$ cat src/rtl/fifo_share_pkg.sv
// Shared types and defaults for the FIFO sharing controller.
// Optional statistics are enabled with `FIFO_SHARE_STATS_EN (see fifo_share_ctrl).
package fifo_share_pkg;

    localparam int FS_WIDTH = 8;
    localparam int FS_DEPTH = 32;
    localparam int FS_CNT_W = $clog2(FS_DEPTH + 1);

    typedef enum logic [1:0] {
        OP_NONE = 2'd0,
        OP_WR   = 2'd1,
        OP_RD   = 2'd2
    } op_t;

    function automatic logic [15:0] sat_inc16(input logic [15:0] value);
        if (value == 16'hFFFF) begin
            return value;
        end else begin
            return value + 16'd1;
        end
    endfunction

endpackage

$ cat src/rtl/fifo_share_ctrl_rr_arbiter.sv
// Combinational round-robin arbiter; the search starts one past rr_ptr.
// The pointer register is owned by the instantiating controller.
module rr_arbiter #(
    parameter  int NREQ  = 4,
    localparam int IDX_W = $clog2(NREQ)
) (
    input  logic [NREQ-1:0]  req,
    input  logic             en,
    input  logic [IDX_W-1:0] rr_ptr,
    output logic [NREQ-1:0]  gnt,
    output logic [IDX_W-1:0] win_idx
);

    logic             found_s;
    logic [IDX_W-1:0] cand_s;

    // Scan requesters from rr_ptr+1 around to rr_ptr, first hit wins
    always_comb begin
        gnt     = {NREQ{1'b0}};
        win_idx = {IDX_W{1'b0}};
        found_s = 1'b0;
        cand_s  = {IDX_W{1'b0}};
        for (int k = 1; k <= NREQ; k++) begin
            cand_s = IDX_W'((int'(rr_ptr) + k) % NREQ);
            if (!found_s && req[cand_s]) begin
                found_s = 1'b1;
                win_idx = cand_s;
            end else begin
                found_s = found_s;
            end
        end
        if (en && found_s) begin
            gnt[win_idx] = 1'b1;
        end else begin
            gnt = {NREQ{1'b0}};
        end
    end

endmodule

$ cat src/rtl/fifo_share_ctrl.sv
// Shares one single-port FIFO between NREQ producers and one consumer, one op per clock.
// Define FIFO_SHARE_STATS_EN to add the saturating stall_cnt output.
module fifo_share_ctrl
    import fifo_share_pkg::*;
#(
    parameter  int NREQ  = 4,
    parameter  int WIDTH = FS_WIDTH,
    parameter  int DEPTH = FS_DEPTH,
    localparam int CNT_W = $clog2(DEPTH + 1),
    localparam int IDX_W = $clog2(NREQ)
) (
    input  logic                  clk,
    input  logic                  rst,
    input  logic [NREQ-1:0]       req,
    input  logic [NREQ*WIDTH-1:0] din,
    output logic [NREQ-1:0]       gnt,
    input  logic                  rd_req,
    output logic                  rd_ack,
    output logic [WIDTH-1:0]      rd_data,
    output logic                  rd_valid,
    output logic                  fifo_wr_en,
    output logic                  fifo_rd_en,
    output logic [WIDTH-1:0]      fifo_din,
    input  logic [WIDTH-1:0]      fifo_dout,
    output logic [CNT_W-1:0]      count,
    output logic                  full,
    output logic                  empty
`ifdef FIFO_SHARE_STATS_EN
    ,
    output logic [15:0]           stall_cnt
`endif
);

    logic [CNT_W-1:0] count_r;
    logic [CNT_W-1:0] count_nxt_s;
    logic             full_r;
    logic             empty_r;
    logic             pri_rd_r;
    logic             pri_rd_nxt_s;
    logic [IDX_W-1:0] rr_ptr_r;
    logic [IDX_W-1:0] win_idx_s;
    logic [NREQ-1:0]  arb_gnt_s;
    logic             wr_elig_s;
    logic             rd_elig_s;
    op_t              op_s;
    logic [WIDTH-1:0] wr_data_s;
    logic [WIDTH-1:0] fifo_din_r;
    logic             fifo_wr_en_r;
    logic             fifo_rd_en_r;
    logic             rd_valid_r;

    // full blocks every grant this cycle, even when a read is also accepted
    assign wr_elig_s = (|req) && !full_r;
    assign rd_elig_s = rd_req && !empty_r;

    // One decision per cycle; the priority bit only flips on contention
    always_comb begin
        op_s         = OP_NONE;
        pri_rd_nxt_s = pri_rd_r;
        if (rd_elig_s && wr_elig_s) begin
            pri_rd_nxt_s = ~pri_rd_r;
            if (pri_rd_r) begin
                op_s = OP_RD;
            end else begin
                op_s = OP_WR;
            end
        end else if (rd_elig_s) begin
            op_s = OP_RD;
        end else if (wr_elig_s) begin
            op_s = OP_WR;
        end else begin
            op_s = OP_NONE;
        end
    end

    rr_arbiter #(
        .NREQ    (NREQ)
    ) u_arb (
        .req     (req),
        .en      (op_s == OP_WR),
        .rr_ptr  (rr_ptr_r),
        .gnt     (arb_gnt_s),
        .win_idx (win_idx_s)
    );

    // Select the winning producer's data lane
    always_comb begin
        wr_data_s = {WIDTH{1'b0}};
        for (int i = 0; i < NREQ; i++) begin
            if (win_idx_s == IDX_W'(i)) begin
                wr_data_s = din[i*WIDTH +: WIDTH];
            end else begin
                wr_data_s = wr_data_s;
            end
        end
    end

    // Scheduled occupancy after this cycle's decision
    always_comb begin
        case (op_s)
            OP_WR:   count_nxt_s = count_r + CNT_W'(1);
            OP_RD:   count_nxt_s = count_r - CNT_W'(1);
            default: count_nxt_s = count_r;
        endcase
    end

    // Occupancy, flags, read priority and round-robin pointer
    always_ff @(posedge clk or negedge rst) begin
        if (!rst) begin
            count_r  <= {CNT_W{1'b0}};
            full_r   <= 1'b0;
            empty_r  <= 1'b1;
            pri_rd_r <= 1'b1;
            rr_ptr_r <= IDX_W'(NREQ - 1);
        end else begin
            count_r  <= count_nxt_s;
            full_r   <= (count_nxt_s == CNT_W'(DEPTH));
            empty_r  <= (count_nxt_s == {CNT_W{1'b0}});
            pri_rd_r <= pri_rd_nxt_s;
            if (op_s == OP_WR) begin
                rr_ptr_r <= win_idx_s;
            end else begin
                rr_ptr_r <= rr_ptr_r;
            end
        end
    end

    // Single strobe stage keeps FIFO ops in decision order; rd_valid trails by one more
    always_ff @(posedge clk or negedge rst) begin
        if (!rst) begin
            fifo_wr_en_r <= 1'b0;
            fifo_rd_en_r <= 1'b0;
            fifo_din_r   <= {WIDTH{1'b0}};
            rd_valid_r   <= 1'b0;
        end else begin
            fifo_wr_en_r <= (op_s == OP_WR);
            fifo_rd_en_r <= (op_s == OP_RD);
            if (op_s == OP_WR) begin
                fifo_din_r <= wr_data_s;
            end else begin
                fifo_din_r <= fifo_din_r;
            end
            rd_valid_r   <= fifo_rd_en_r;
        end
    end

    assign gnt        = arb_gnt_s;
    assign rd_ack     = (op_s == OP_RD);
    assign fifo_wr_en = fifo_wr_en_r;
    assign fifo_rd_en = fifo_rd_en_r;
    assign fifo_din   = fifo_din_r;
    assign count      = count_r;
    assign full       = full_r;
    assign empty      = empty_r;
    // FIFO output register is already the data; gate it so idle cycles read zero
    assign rd_data    = rd_valid_r ? fifo_dout : {WIDTH{1'b0}};
    assign rd_valid   = rd_valid_r;

`ifdef FIFO_SHARE_STATS_EN
    logic [15:0] stall_cnt_r;

    // Cycles with a pending producer request that received no grant
    always_ff @(posedge clk or negedge rst) begin
        if (!rst) begin
            stall_cnt_r <= 16'h0000;
        end else if ((|req) && (op_s != OP_WR)) begin
            stall_cnt_r <= sat_inc16(stall_cnt_r);
        end else begin
            stall_cnt_r <= stall_cnt_r;
        end
    end

    assign stall_cnt = stall_cnt_r;
`endif

endmodule

$ cat config.mk
export PLATFORM = sky130hd
export DESIGN_NAME = fifo_share_ctrl
export DESIGN_NICKNAME = d
export VERILOG_FILES = /design/src/rtl/fifo_share_pkg.sv /design/src/rtl/fifo_share_ctrl_rr_arbiter.sv /design/src/rtl/fifo_share_ctrl.sv
export SDC_FILE = /design/constraint.sdc
export NUM_CORES = 1
export LEC_CHECK = 0
export ABC_AREA = 1
export CORE_UTILIZATION = 38
export DETAILED_ROUTE_END_ITERATION = 8
export GPL_TIMING_DRIVEN = 0
export MAX_ROUTING_LAYER = met4
export PLACE_DENSITY_LB_ADDON = 0.08
export SLEW_MARGIN = 5
export SYNTH_ARGS = -nofsm -noshare
export SYNTH_HDL_FRONTEND = slang
export SYNTH_SLANG_ARGS = --single-unit
$ cat constraint.sdc
create_clock -name clk -period 2.4 [get_ports clk]
set_input_delay 0.6 -clock clk [delete_from_list [all_inputs] [get_ports clk]]
set_output_delay 0.6 -clock clk [all_outputs]
set_load 0.01 [all_outputs]
==> impl_metrics.py, run 1 <==
metrics = {
    "global_routing": {
        "grt_pass1_vias": 1840,
        "grt_pass1_wl_mm": 8.51,
        "grt.overflow.total": 0,
        "grt_max_degree": 23,
        "track_usage": 0.219,
        "antenna_found_initial": 0,
    },
    "yosys": {
        "synthMuxAreaShare": 0,
        "synth_cell_types": 29,
        "synth_top_family_by_area": "simple AND/OR/NAND/NOR gates",
        "yosys_warnings": 0,
        "synth_xor_area_frac": 0.0199,
        "synth_seq_cells": 22,
        "ys_seq_area_frac": 0.316,
        "synth_fa_ha_area_frac": 0.0541,
        "syn-num-nets": 307,
        "syn_area_mm2": 0.00176,
        "synth_simple_gate_area_frac": 0.461,
        "synth_compound_area_frac": 0.0377,
        "syn_inst": 253,
        "syn_area_per_cell_um2": 6.94,
    },
    "sta": {
        "fin_setup_tns_ns": -0.553,
        "min_period_over_period": 1.06,
        "max_freq_ghz": 0.394,
        "worst_clock_skew_ns": 0.00196,
        "final-setup-viol-count": 6,
        "worst_slew_pin_slew_ns": 0.924,
        "slew_viol_final": 0,
        "hold_viol_final": 0,
        "fin_crit_ns": 2.54,
        "slew_headroom": 0.382,
        "grt_setup_unrepaired": "yes",
        "fin_ws_ns": -0.140,
    },
    "power_and_ir_drop": {
        "p_per_area_mw_per_mm2": 1630,
        "power_leakage_uw": 0.00152,
        "vdd_drop_max_mv": 0.840,
    },
    "critical_path": {
        "crit_start": "rr_ptr_r[0]",
        "worstPathArrival_ns": 1.94,
        "critPathRequiredTime_ns": 1.80,
        "crit_fanout": 6,
        "crit_path_end_kind": "output pin",
        "r2r-start": "empty",
        "path_cells": "inv_4, buf_6, nand2_2, nand3_2, nand2_4, nand3_4, nand2_4, nand2_4, nand2_8, inv_8, nor3_2, buf_2",
        "startpoint_type": "register",
        "crit_top_cell": "nand2_4",
        "crit_path_max_incr_delay_ns": 0.58,
        "slowest_stage": "dfstp_2",
        "criticalPathCategory": "register to output pin",
    },
    "detailed_routing": {
        "vias_per_cell": 4.74,
        "vias": 1967,
        "drt_first_pass_iters": 4,
        "ant_nets": 0,
        "drc_errors": 0,
        "wl_mm": 5.24,
        "drt_iter0_drc": 56,
        "wire_per_inst_um": 12.6,
    },
    "clock_tree": {
        "clock_sinks": 22,
        "cts-buffers-inserted": 3,
        "clk_pin_slew_worst_paths_ns": 0.07,
        "root_buffer": "clkbuf_8",
        "insertion_delay_ns": 0.26,
        "tritoncts": "done",
        "cts_buffer_depth": 2,
        "htreeDepth": 1,
    },
    "worst_hold_path": {
        "worstHoldPathType": "register to register",
        "worstHoldStart": "fifo_rd_en",
    },
    "floorplan": {
        "core-area_mm2": 0.00438,
        "ioPinCount": 79,
        "die_area_mm2": 0.00490,
        "die_w_um": 70.0,
        "die_h_um": 70.0,
        "initial_core_util": 0.401,
        "core.rowCount": 24,
    },
    "outcome": {
        "violations": "setup timing",
        "status": "finished with violations",
    },
    "job": {
        "max-cap-violations": 0,
    },
    "place": {
        "place_congestion": 0.845,
        "place_ws_ns": -1.14,
        "portBuffers": 78,
        "place_inst": 383,
        "dp_hpwl_mm": 3.55,
    },
    "finish": {
        "antenna_cells": 0,
        "final_cells": 415,
        "drive_gt1_frac": 0.369,
        "syn_to_final_growth_pct": 75.9,
        "num-nets-final": 418,
        "finish.utilization": 0.705,
    },
}
-- layout by cell type (no fill, tap or decap), types with 3 or more instances in the layout --
cell / synthesis / layout
a21oi_2: 0 / 3
buf_2: 0 / 8
buf_4: 0 / 24
buf_6: 2 / 7
clkbuf_8: 0 / 4
clkdlybuf4s50_1: 0 / 68
dfrtp_1: 18 / 18
dfstp_2: 4 / 4
ha_4: 0 / 5
inv_1: 32 / 26
inv_2: 4 / 9
nand2_1: 98 / 79
nand2_2: 7 / 22
nand2_4: 2 / 5
nand3_1: 14 / 9
nand3_2: 9 / 12
nand4_1: 8 / 8
nor2_1: 9 / 5
nor2_2: 8 / 10
nor2_4: 2 / 4
nor3_2: 0 / 4
o21ai_0: 6 / 4
xnor2_1: 3 / 3
-- registers in the layout, indices dropped and copies added (netlist names) --
name	cells
fifo_rd_en	1
count	6
fifo_din	8
fifo_wr_en	1
rr_ptr_r	2
rd_valid	1
full	1
empty	1
pri_rd_r	1
-- critical path: cells and delay by family (launching register included) --
family,cells,cell delay [ns]
buf+inv,4,0.39
flops,1,0.58
simple gates,8,0.72
-- power by group --
group          internal, uW  leakage, uW  switching, uW  total, uW
Sequential              583     0.000263            152        735
Combinational          1890      0.00123           2160       4060
Clock                   146    0.0000288            113        259
-- final timing paths --
check,end,slack [ns],cells past startpoint
setup / recovery,gnt[0],-0.14,12
hold / removal,rd_valid,0.39,0
setup reg to reg,empty,0.06,13
hold reg to reg,rd_valid,0.39,0
max in group asynchronous,count[2],0.98,1
min in group asynchronous,fifo_din[4],0.85,1
-- metal layers --
metal	routed length [um]	GRT usage	share of wire
met1	2330	0.289	0.44
met2	2580	0.348	0.49
met3	237	0.0231	0.045
met4	93	0.0822	0.018
met5	0	-	0
-- area by class of cell --
type | instances | area (um2)
tap | 52 | 65.1
timing repair buffer | 108 | 982
multi-input combinational | 188 | 1250
sequential | 22 | 556
clock buffer | 4 | 55.1
fill | 379 | 1290
inverter | 37 | 149
buffer | 4 | 33.8
-- logic make-up (layout without fill, tap and decap cells) --
kind of cell | after synthesis | after routing
AND/OR/NAND/NOR | 165 | 165
buffers and inverters | 43 | 153
flip-flops | 22 | 22
AO/OA/AOI/OAI | 12 | 12
adder cells (fa/ha/maj) | 7 | 7
XOR/XNOR | 4 | 4
-- synth_stat cells --
cell / number / area (um2)
nand3_1: 14 / 70.1
dfstp_2: 4 / 105
a21oi_1: 4 / 20.0
dfrtp_1: 18 / 450
fa_1: 1 / 20.0
and3_1: 2 / 12.5
inv_2: 4 / 15.0
clkbuf_1: 3 / 11.3
nand2_4: 2 / 22.5
nor2_4: 2 / 22.5
nand2_2: 7 / 43.8
nor2_2: 8 / 50.1
o21ai_1: 1 / 5.00
ha_1: 6 / 75.1
buf_6: 2 / 22.5
nor2_1: 9 / 33.8
a21boi_2: 1 / 11.3
xnor2_1: 3 / 26.3
xor2_1: 1 / 8.76
inv_4: 1 / 6.26
and2_1: 1 / 6.26
inv_1: 32 / 120
buf_12: 1 / 20.0
nand3_2: 9 / 90.1
nand4_1: 8 / 50.1
nor2_8: 1 / 20.0
nor3_1: 4 / 20.0
o21ai_0: 6 / 30.0
nand2_1: 98 / 368
-- what timing repair did --
item | CTS | global route
buffers inserted | 26 | 4
endpoints found under the hold margin | 0 | 0
hold buffers | 0 | 0
gates resized for setup | 82 | 18
cloned | 0 | 0
setup endpoints to repair | 19 | 11
pin swaps | 36 | 19
-- through the flow --
stage          area, um2  hold slack [ns]  power (uW)
3_5_place_dp        2640            0.372        3800
5_1_grt             3090            0.400        5480
2_1_floorplan       1800            0.304        2870
3_3_place_gp        2640            0.356        3760
6_report            3090            0.390        5050
4_1_cts             3010            0.389        4780
(Power assumes the default switching activity.)
==> run 2: changes to the inputs <==
Settings changed: CTS_CLUSTER_SIZE from default to 12, GPL_ROUTABILITY_DRIVEN from default to 0.
==> results of run 2 <==
No change in the layout: final DEF, timing and power equal those of run 1.
